--- src/rtl/multdiv_sequencer.sv ---
// multdiv_sequencer: latches mult/div operands, drives the shared iteration count and captures the unit result.
module multdiv_sequencer #(
    parameter int MAX_CYCLES = 31
) (
    input  logic        clock,
    input  logic        reset,
    input  logic        ctrl_MULT,
    input  logic        ctrl_DIV,
    input  logic [31:0] data_operandA,
    input  logic [31:0] data_operandB,
    input  logic [31:0] mult_result,
    input  logic        mult_overflow,
    input  logic        mult_ready,
    input  logic [31:0] div_result,
    input  logic        div_ready,
    output logic [31:0] opA_q,
    output logic [31:0] opB_q,
    output logic [4:0]  count,
    output logic        isDiv,
    output logic        busy,
    output logic [31:0] data_result,
    output logic        data_exception,
    output logic        data_resultRDY
);
    typedef enum logic [1:0] {IDLE, RUN, DONE} state_t;
    localparam logic [4:0] MAX = 5'(MAX_CYCLES);

    state_t      state_q, state_d;
    logic [4:0]  count_q, count_d;
    logic [31:0] opA_d, opB_d, res_q, res_d;
    logic        is_div_q, is_div_d, exc_q, exc_d, rdy_q, rdy_d;
    logic        start, div_start, div_zero, sel_rdy, done_ok, timeout;

    assign start     = ctrl_MULT | ctrl_DIV;
    assign div_start = ctrl_DIV & ~ctrl_MULT;
    assign div_zero  = div_start & (data_operandB == 32'd0);
    // count==0 is the unit load cycle, so a ready seen there is left over from the previous op
    assign sel_rdy   = is_div_q ? div_ready : mult_ready;
    assign done_ok   = (state_q == RUN) & sel_rdy & (count_q != 5'd0);
    assign timeout   = (state_q == RUN) & ~done_ok & (count_q == MAX);

    always_ff @(posedge clock or negedge reset) begin
        if (!reset) begin
            state_q  <= IDLE;
            count_q  <= '0;
            opA_q    <= '0;
            opB_q    <= '0;
            is_div_q <= 1'b0;
            res_q    <= '0;
            exc_q    <= 1'b0;
            rdy_q    <= 1'b0;
        end else begin
            state_q  <= state_d;
            count_q  <= count_d;
            opA_q    <= opA_d;
            opB_q    <= opB_d;
            is_div_q <= is_div_d;
            res_q    <= res_d;
            exc_q    <= exc_d;
            rdy_q    <= rdy_d;
        end
    end

    always_comb begin
        state_d = start ? (div_zero ? DONE : RUN) :
                  (state_q == RUN) ? ((done_ok | timeout) ? DONE : RUN) : IDLE;
    end

    always_comb begin
        count_d  = (state_q == RUN && !start && !done_ok && !timeout) ? count_q + 5'd1 : 5'd0;
        opA_d    = start ? data_operandA : opA_q;
        opB_d    = start ? data_operandB : opB_q;
        is_div_d = start ? div_start : is_div_q;
        res_d    = start ? (div_zero ? 32'd0 : res_q) :
                   done_ok ? (is_div_q ? div_result : mult_result) :
                   timeout ? 32'd0 : res_q;
        exc_d    = start ? (div_zero | exc_q) :
                   done_ok ? (~is_div_q & mult_overflow) :
                   timeout ? 1'b1 : exc_q;
        rdy_d    = (state_d == DONE);
    end

    assign count          = count_q;
    assign isDiv          = is_div_q;
    assign busy           = (state_q == RUN);
    assign data_result    = res_q;
    assign data_exception = exc_q;
    assign data_resultRDY = rdy_q;
endmodule

--- config.mk ---
export PLATFORM = sky130hd
export DESIGN_NAME = multdiv_sequencer
export DESIGN_NICKNAME = d
export VERILOG_FILES = /design/src/rtl/multdiv_sequencer.sv
export SDC_FILE = /design/constraint.sdc
export NUM_CORES = 1
export LEC_CHECK = 0
export CORE_MARGIN = 2
export CORE_UTILIZATION = 42
export DETAILED_ROUTE_END_ITERATION = 8
export PLACE_DENSITY = 0.85
export SYNTH_ARGS = -nofsm -noshare
export SYNTH_HDL_FRONTEND = slang
export SYNTH_SLANG_ARGS = --single-unit
--- constraint.sdc ---
create_clock -name clock -period 4.3 [get_ports clock]
set_input_delay 0.43 -clock clock [delete_from_list [all_inputs] [get_ports clock]]
set_output_delay 0.43 -clock clock [all_outputs]
set_load 0.01 [all_outputs]
# Word-level counts from Yosys, hierarchy flattened
# Index checks and enable logic that the tools add are counted.
[word_totals] output_inout_bits=105 ff_bits=106 word_cells=50
[op_classes] mux=14 bitwise_logic=13 eq_ne=4 n_reduce_logical=10 add_sub_neg=1
[op_table] operator="$mux 32" n=5
[op_table] operator="$logic_not 32->1" n=1
[op_table] operator="$mux 2" n=4
[op_table] operator="$and 1x1->1" n=7
[op_table] operator="$add 5x1->5 const B" n=1
[op_table] operator="$eq 5x5->1 const B" n=1
[op_table] operator="$mux 5" n=1
[op_table] operator="$reduce_bool 5->1" n=1
[op_table] operator="$mux 1" n=4
[op_table] operator="$logic_and 1x1->1" n=3
[op_table] operator="$logic_not 1->1" n=3
[op_table] operator="$not 1->1" n=3
[op_table] operator="$or 1x1->1" n=3
[op_table] operator="$reduce_bool 3->1" n=1
[op_table] operator="$eq 2x1->1 const B" n=1
[op_table] operator="$eq 2x2->1 const B" n=1
[op_table] operator="$ne 2x1->1 const B" n=1
[op_table] operator="$reduce_and 2->1" n=1

# Depth between registers and ports, before layout
# Gate-level depths: netlist of run 1.
[logic_depth] ltp_word=11 ltp_mapped=8 ltp_nobuf=6

# Worst setup path after synthesis of run 1
# Ideal clock, no wire load.
[synth_timing] kind="register -> register" startpoint="register count_q[0] (netlist: count[0])" endpoint="register exc_q (netlist: data_exception)" arrival_ns=1.690 setup_time_ns=0.142 stages_incl_launch_ff=9 slack_ns=2.467 required_time_ns=4.158 path_cell_list="dfrtp_1 -> inv_1 -> ha_1 -> or4b_4 -> a21oi_2 -> or2_1 -> buf_6 -> buf_12 -> a32oi_1"
[synth_between] elab_chain_len=6
[synth_lines] item="from (decl)" line_no="29" text="logic [4:0] count_q, count_d;"
[synth_lines] item="from (signal assigned)" line_no="54" text="count_q <= count_d;"
[synth_lines] item="$reduce_bool 5->1" line_no="39" text="assign done_ok = (state_q == RUN) & sel_rdy & (count_q != 5'd0);"
[synth_lines] item="$and 1x1->1" line_no="39"
[synth_lines] item="$not 1->1" line_no="40" text="assign timeout = (state_q == RUN) & ~done_ok & (count_q == MAX);"
[synth_lines] item="$and 1x1->1 (2 in series)" line_no="40"
[synth_lines] item="$reduce_bool 3->1 (no line)"
[synth_lines] item="to (signal assigned)" line_no="50" text="exc_q <= 1'b0;"
[synth_lines] item="to (signal assigned)" line_no="59" text="exc_q <= exc_d;"
[synth_lines] item="to (decl)" line_no="31" text="logic is_div_q, is_div_d, exc_q, exc_d, rdy_q, rdy_d;"
# Several ways; a longest one is shown, not always the timed one.
# A chain may end at the register's enable or synchronous reset.

# Worst setup path in the final report of run 1
# Ends and elaborated chain as after synthesis.

==> impl_metrics.toml, run 1 <==
[run_status]
status = "finished, final reports clean"

[global_route]
grtUsageMet1_pct = 23.1
grt_start_max_net_pins = 75
grt.busiest_layer = "met2"
grt_remaining_overflow = 0
antenna_found_initial = 0
globalRouteMet2Util_pct = 35.8
grt_pass1_wl_mm = 18.7
grt_usage_pct = 20.7
grt_pass1_vias = 3627
met3_usage_pct = 10.6

[cells_and_area]
seqCellArea_um2 = 2650
multi_input_area_um2 = 1680
syn_to_final_growth_pct = 58.0
drive_gt1_share_pct = 22.9
most-common-layout-cells = "clkdlybuf4s50_1, dfrtp_1, mux2_2"
layout_commonest_cell = "clkdlybuf4s50_1"
antennaDiodeCount = 0
n_fill_cell = 745
nets = 674

[logic_synthesis]
synthTopCellsByArea = "dfrtp_1, mux2_2, a32o_1"
synth-xor-area-share_pct = 0.387
synthMuxAreaShare_pct = 24.1
synth-edff-count = 0
syn_area_um2 = 4520
syn-num-nets = 442
syn_area_per_cell_um2 = 14.9
synthFlopType = "dfrtp_1"
ys_seq_area_share_pct = 58.6
syn_inst = 304
yosysTopAreaCellShare_pct = 58.6
synth-simple-area-share_pct = 3.98
yosysWarnings = 0
synthAdderAreaFrac_pct = 0.830
synth_top_family_by_area = "multiplexers"
synth_compound_area_share_pct = 7.66
synthArstFlopShare_pct = 100
yosysUniqueCellTypes = 28
yosysTopAreaCell = "dfrtp_1"
ys_seq_elements = 106

[clock_tree]
insertion_delay_ps = 360
postCtsSetupRepairBufs = 0
htreeDepth = 3
cts_buffer_depth = 2
clk_pin_slew_ps = 110
cts_buffers = 9
ctsResizeCount = 0
tritoncts = "built"
clock-root-buffer = "clkbuf_8"
cts_sinks = 106
cts_hold_buf = 0

[routing]
drc_errors = 0
wire_per_inst_um = 18.1
drt_wl_total_mm = 12.2
ant_nets = 0
drt_first_pass_iters = 4
viasPerCell = 5.16
dr.first_iter.drc_count = 53
num_vias = 3492

[floorplanning]
core_region_area_um2 = 10400
ios = 240
dieHeight_um = 108
die_x_um = 108
initial_utilization_pct = 43.6
num_rows = 37
die-area_um2 = 11600

[sta]
slew_headroom_pct = 16.7
holdWs_ps = 189
finalHoldViolCount = 0
fmax_mhz = 381
period_needed_ps = 2620
finalCritPeriodShare_pct = 61.0
slew_violations = 0
rsz0062_at_grt = "false"
finalSetupViolCount = 0
tns_ps = 0
finClkSkew_ps = 17.4
tightestPinTransition_ps = 1250

[critical_path]
worst-path-max-fanout = 35
timing.critical_path.arrival_ps = 2800
path_class = "reg2reg"
crit_path_end_kind = "flop"
worstPathRequired_ps = 4480
critPathLaunchType = "flop"

[place]
routabilityCongestion = 0.754
hpwl_mm = 9.13
io_buffers = 239

[power]
vdd_ir_drop_max_mv = 0.235
p_leak_uw = 0.00289
power.density_nw_per_um2 = 374

[min_path]
hold_path.class = "in2async"

[job]
max-cap-violations = 0
-- path summary, 6_finish.rpt --
check / from / end / slack, ps / cells past startpoint
min reg2reg: opA_q[7]$_DFFE_PN0N_ / opA_q[7]$_DFFE_PN0N_ / 510 / 1
max reg2reg: count[0]$_DFF_PN0_ / data_exception$_DFFE_PN0P_ / 1680 / 6
min: reset / opA_q[22]$_DFFE_PN0N_ / 190 / 1
max: count[0]$_DFF_PN0_ / data_exception$_DFFE_PN0P_ / 1680 / 6
max in group asynchronous: reset / data_result[27]$_DFFE_PN0P_ / 3090 / 2
min in group clock: opA_q[7]$_DFFE_PN0N_ / opA_q[7]$_DFFE_PN0N_ / 510 / 1
-- state kept, by name, indices dropped and copies added (netlist names) --
signal / flops
count: 5
data_exception: 1
data_result: 32
data_resultRDY: 1
isDiv: 1
opA_q: 32
opB_q: 32
state_q: 2
-- worst max-delay path: stages, from the launching register on --
cell     delay, ps
dfrtp_1        440
inv_1           70
ha_1           130
or4b_4         460
a21oi_2        170
or2_1          960
a32oi_1        210
-- power by group --
part | switching (µW) | internal (µW) | leakage [µW]
Combinational | 279 | 531 | 0.00150
Clock | 344 | 275 | 0.000104
Sequential | 89.0 | 1160 | 0.00128
-- layer usage --
metal / wire, µm / vias up / share of wire, %
met2: 5890 / 171 / 48
li1: - / 1589 / -
met1: 4630 / 1725 / 38
met3: 1630 / 7 / 13
met4: 87 / 0 / 0.71
met5: 0 / - / 0
-- metrics by stage --
stage	setup slack (ps)	instance area (µm²)	total power (µW)	cells	utilization, %
global route	1500	7140	2810	677	68.9
floorplan	2470	4520	1550	304	-
global placement	1330	6950	2060	661	67.0
detailed placement	1240	6950	2080	661	67.0
finish	1680	7140	2680	677	68.9
CTS	1610	7140	2700	677	68.9
-- synthesized netlist by cell type, drive strengths merged (3+ instances only) --
cell type and instances:
mux2 97, dfrtp 106, a32o 32, nor4 7, buf 13, nor2 10, ha 3, nand3 3
nand2 6, clkbuf 9, inv 5
-- layout make-up --
class	instances	area share (%)
multi-input cells	171	23.6
well taps	136	2.38
inverters	5	0.263
repair buffers	243	33.9
clock inverters	7	1.05
flip-flops and latches	106	37.1
clock buffers	9	1.73
-- cells by family after synthesis --
| logic type | after synthesis |
|---|---|
| xor gates and xnor gates | 2 |
| buffers and inverters | 27 |
| DFF | 106 |
| adders and majority gates | 3 |
| muxes | 97 |
| AOI/OAI and AO/OA | 35 |
| and+or+nand+nor | 34 |
Note: power is estimated with default switching activity, not from simulation.
==> run 2: changes to the inputs <==
--- a/config.mk
+++ b/config.mk
@@ -6,9 +6,9 @@
 export NUM_CORES = 1
 export LEC_CHECK = 0
 export CORE_MARGIN = 2
-export CORE_UTILIZATION = 42
+export CORE_UTILIZATION = 39
 export DETAILED_ROUTE_END_ITERATION = 8
-export PLACE_DENSITY = 0.85
+export PLACE_DENSITY = 0.8
 export SYNTH_ARGS = -nofsm -noshare
 export SYNTH_HDL_FRONTEND = slang
 export SYNTH_SLANG_ARGS = --single-unit
==> constraint.sdc (replaced) <==
create_clock -name clock -period 2.7 [get_ports clock]
set_input_delay 0.27 -clock clock [delete_from_list [all_inputs] [get_ports clock]]
set_output_delay 0.27 -clock clock [all_outputs]
set_load 0.01 [all_outputs]
==> run 2 against run 1 <==
Fmax increased by 23%. Critical path depth increased by 1. Worst setup slack got worse by 1100 ps. Clock power increased by 120%. Non-clock buffer count increased by 3. Die area increased by 7.4%. Via count decreased by 0.37%. Clock-buffer cell count increased by 1. Combinational power increased by 59%. Global-route usage decreased by 1.4 points. Register-to-register slack got worse by 1100 ps. Largest power group unchanged.
==> impl_metrics.toml, run 2 (same netlist as run 1, synthesis figures left out) <==
[global_route]
grt_start_max_net_pins = 66
antenna_found_initial = 0
grt_pass1_vias = 3831
grt_usage_pct = 19.3
grt_remaining_overflow = 0
grt_pass1_wl_mm = 19.2

[sta]
finalSetupViolCount = 0
finClkSkew_ps = 5.75
rsz0062_at_grt = "false"
slew_violations = 0
fmax_mhz = 471
finalCritPeriodShare_pct = 78.7
tightestPinTransition_ps = 685
period_needed_ps = 2120
tns_ps = 0
finalHoldViolCount = 0
slew_headroom_pct = 54.3

[floorplanning]
ios = 240
die-area_um2 = 12500
die_x_um = 112
core_region_area_um2 = 11400
dieHeight_um = 112
num_rows = 39
initial_utilization_pct = 39.8

[place]
hpwl_mm = 9.03
routabilityCongestion = 0.753
io_buffers = 239

[power]
seq_power_share_pct = 42.6
sw_frac_of_total_pct = 24.8
p_leak_uw = 0.00295
clkPwrFrac_pct = 29.7
power.total_uw = 4670
p_int_uw = 3510
p_sw_uw = 1160
combinationalPowerShare_pct = 27.7
vdd_ir_drop_max_mv = 0.436
power.density_nw_per_um2 = 637

[min_path]
hold_path.class = "in2reg"

[critical_path]
worstPathRequired_ps = 2970
timing.critical_path.arrival_ps = 2400
crit_path_end_kind = "flop"
worst-path-max-fanout = 32
critPathLaunchType = "flop"
path_class = "reg2reg"

[routing]
viasPerCell = 5.06
num_vias = 3479
drc_errors = 0
drt_wl_total_mm = 11.9
wire_per_inst_um = 17.4
ant_nets = 0
drt_first_pass_iters = 7
dr.first_iter.drc_count = 107

[cells_and_area]
drive_gt1_share_pct = 23.0
nets = 677
layout_commonest_cell = "clkdlybuf4s50_1"
syn_to_final_growth_pct = 61.9
most-common-layout-cells = "clkdlybuf4s50_1, dfrtp_1, mux2_2"
antennaDiodeCount = 0

[clock_tree]
clk_pin_slew_ps = 70
tritoncts = "built"
htreeDepth = 3
clock-root-buffer = "clkbuf_16"
cts_buffer_depth = 2
cts_buffers = 9
ctsResizeCount = 0
insertion_delay_ps = 340
cts_sinks = 106

[job]
max-cap-violations = 0

[run_status]
status = "finished, final reports clean"
## run 2: cell count changes in the layout (fill, tap and decap cells not counted)
cell | before | now
clkbuf_8 | 9 | 0
buf_12 | 0 | 2
dlygate4sd3_1 | 0 | 1
inv_6 | 3 | 0
bufinv_16 | 1 | 2
clkinvlp_4 | 0 | 3
clkinv_2 | 2 | 0
clkbuf_1 | 0 | 1
clkbuf_16 | 0 | 9
## run 2: final timing paths
path	end	slack [ps]	startpoint	depth (start not counted)
min	data_exception$_DFFE_PN0P_	500	mult_overflow	3
max	data_result[0]$_DFFE_PN0P_	580	count[0]$_DFF_PN0_	7
max in group asynchronous	opA_q[29]$_DFFE_PN0N_	1420	reset	3
min in group asynchronous	data_result[6]$_DFFE_PN0P_	530	reset	2
min reg2reg	opA_q[3]$_DFFE_PN0N_	510	opA_q[3]$_DFFE_PN0N_	1
max reg2reg	data_result[0]$_DFFE_PN0P_	580	count[0]$_DFF_PN0_	7
## run 2: stage by stage
stage          std cells  utilization, %  setup WS, ps  cell area, µm²  hold slack (ps)
6_report             687            64.4           575            7320              503
5_1_grt              687            64.4           385            7320              510
4_1_cts              687            64.4           553            7320              489
3_5_place_dp         670            61.5           376            6990              353
3_3_place_gp         670            61.5           339            6990              340
2_1_floorplan        304               -           867            4520            -25.6
## run 2: routing by layer
metal  track usage (%)  share of wire [%]  up-vias
met5                 0                  0        -
met4              6.91                1.6        0
met3              6.97                 10       13
met2              33.3                 50      160
met1              22.0                 39     1710
li1                  -                  -     1596
## run 2: repair_timing
action                                  in CTS  in global routing
endpoints found under the setup margin       0                  0
hold endpoints to repair                    53                  0
hold buffers                                 1                  0
setup buffers                                0                  0
## run 2: final cells by class
class	count	area, µm²
clock buffers	10	229
clock inverters	6	91.3
fillers	899	4050
inverters	5	18.8
multi-input cells	171	1680
flip-flops and latches	106	2650
well taps	143	179
repair buffers	246	2470
## run 2: power by group through the flow
stage | registers (µW) | logic, µW | clock network, µW
after detailed placement | 2020 | 1310 | 0
after global placement | 2000 | 1280 | 0
after floorplan | 2130 | 344 | 0
after CTS | 1990 | 1310 | 1430
final | 1990 | 1290 | 1390
after global routing | 2020 | 1380 | 1480
## run 2: worst max-delay path, cell delays in order, from the launching register on
cell	delay, ps
dfrtp_1	430
inv_1	80
ha_1	130
or4b_4	460
a21oi_2	170
or2_1	200
buf_4	350
a32o_1	220
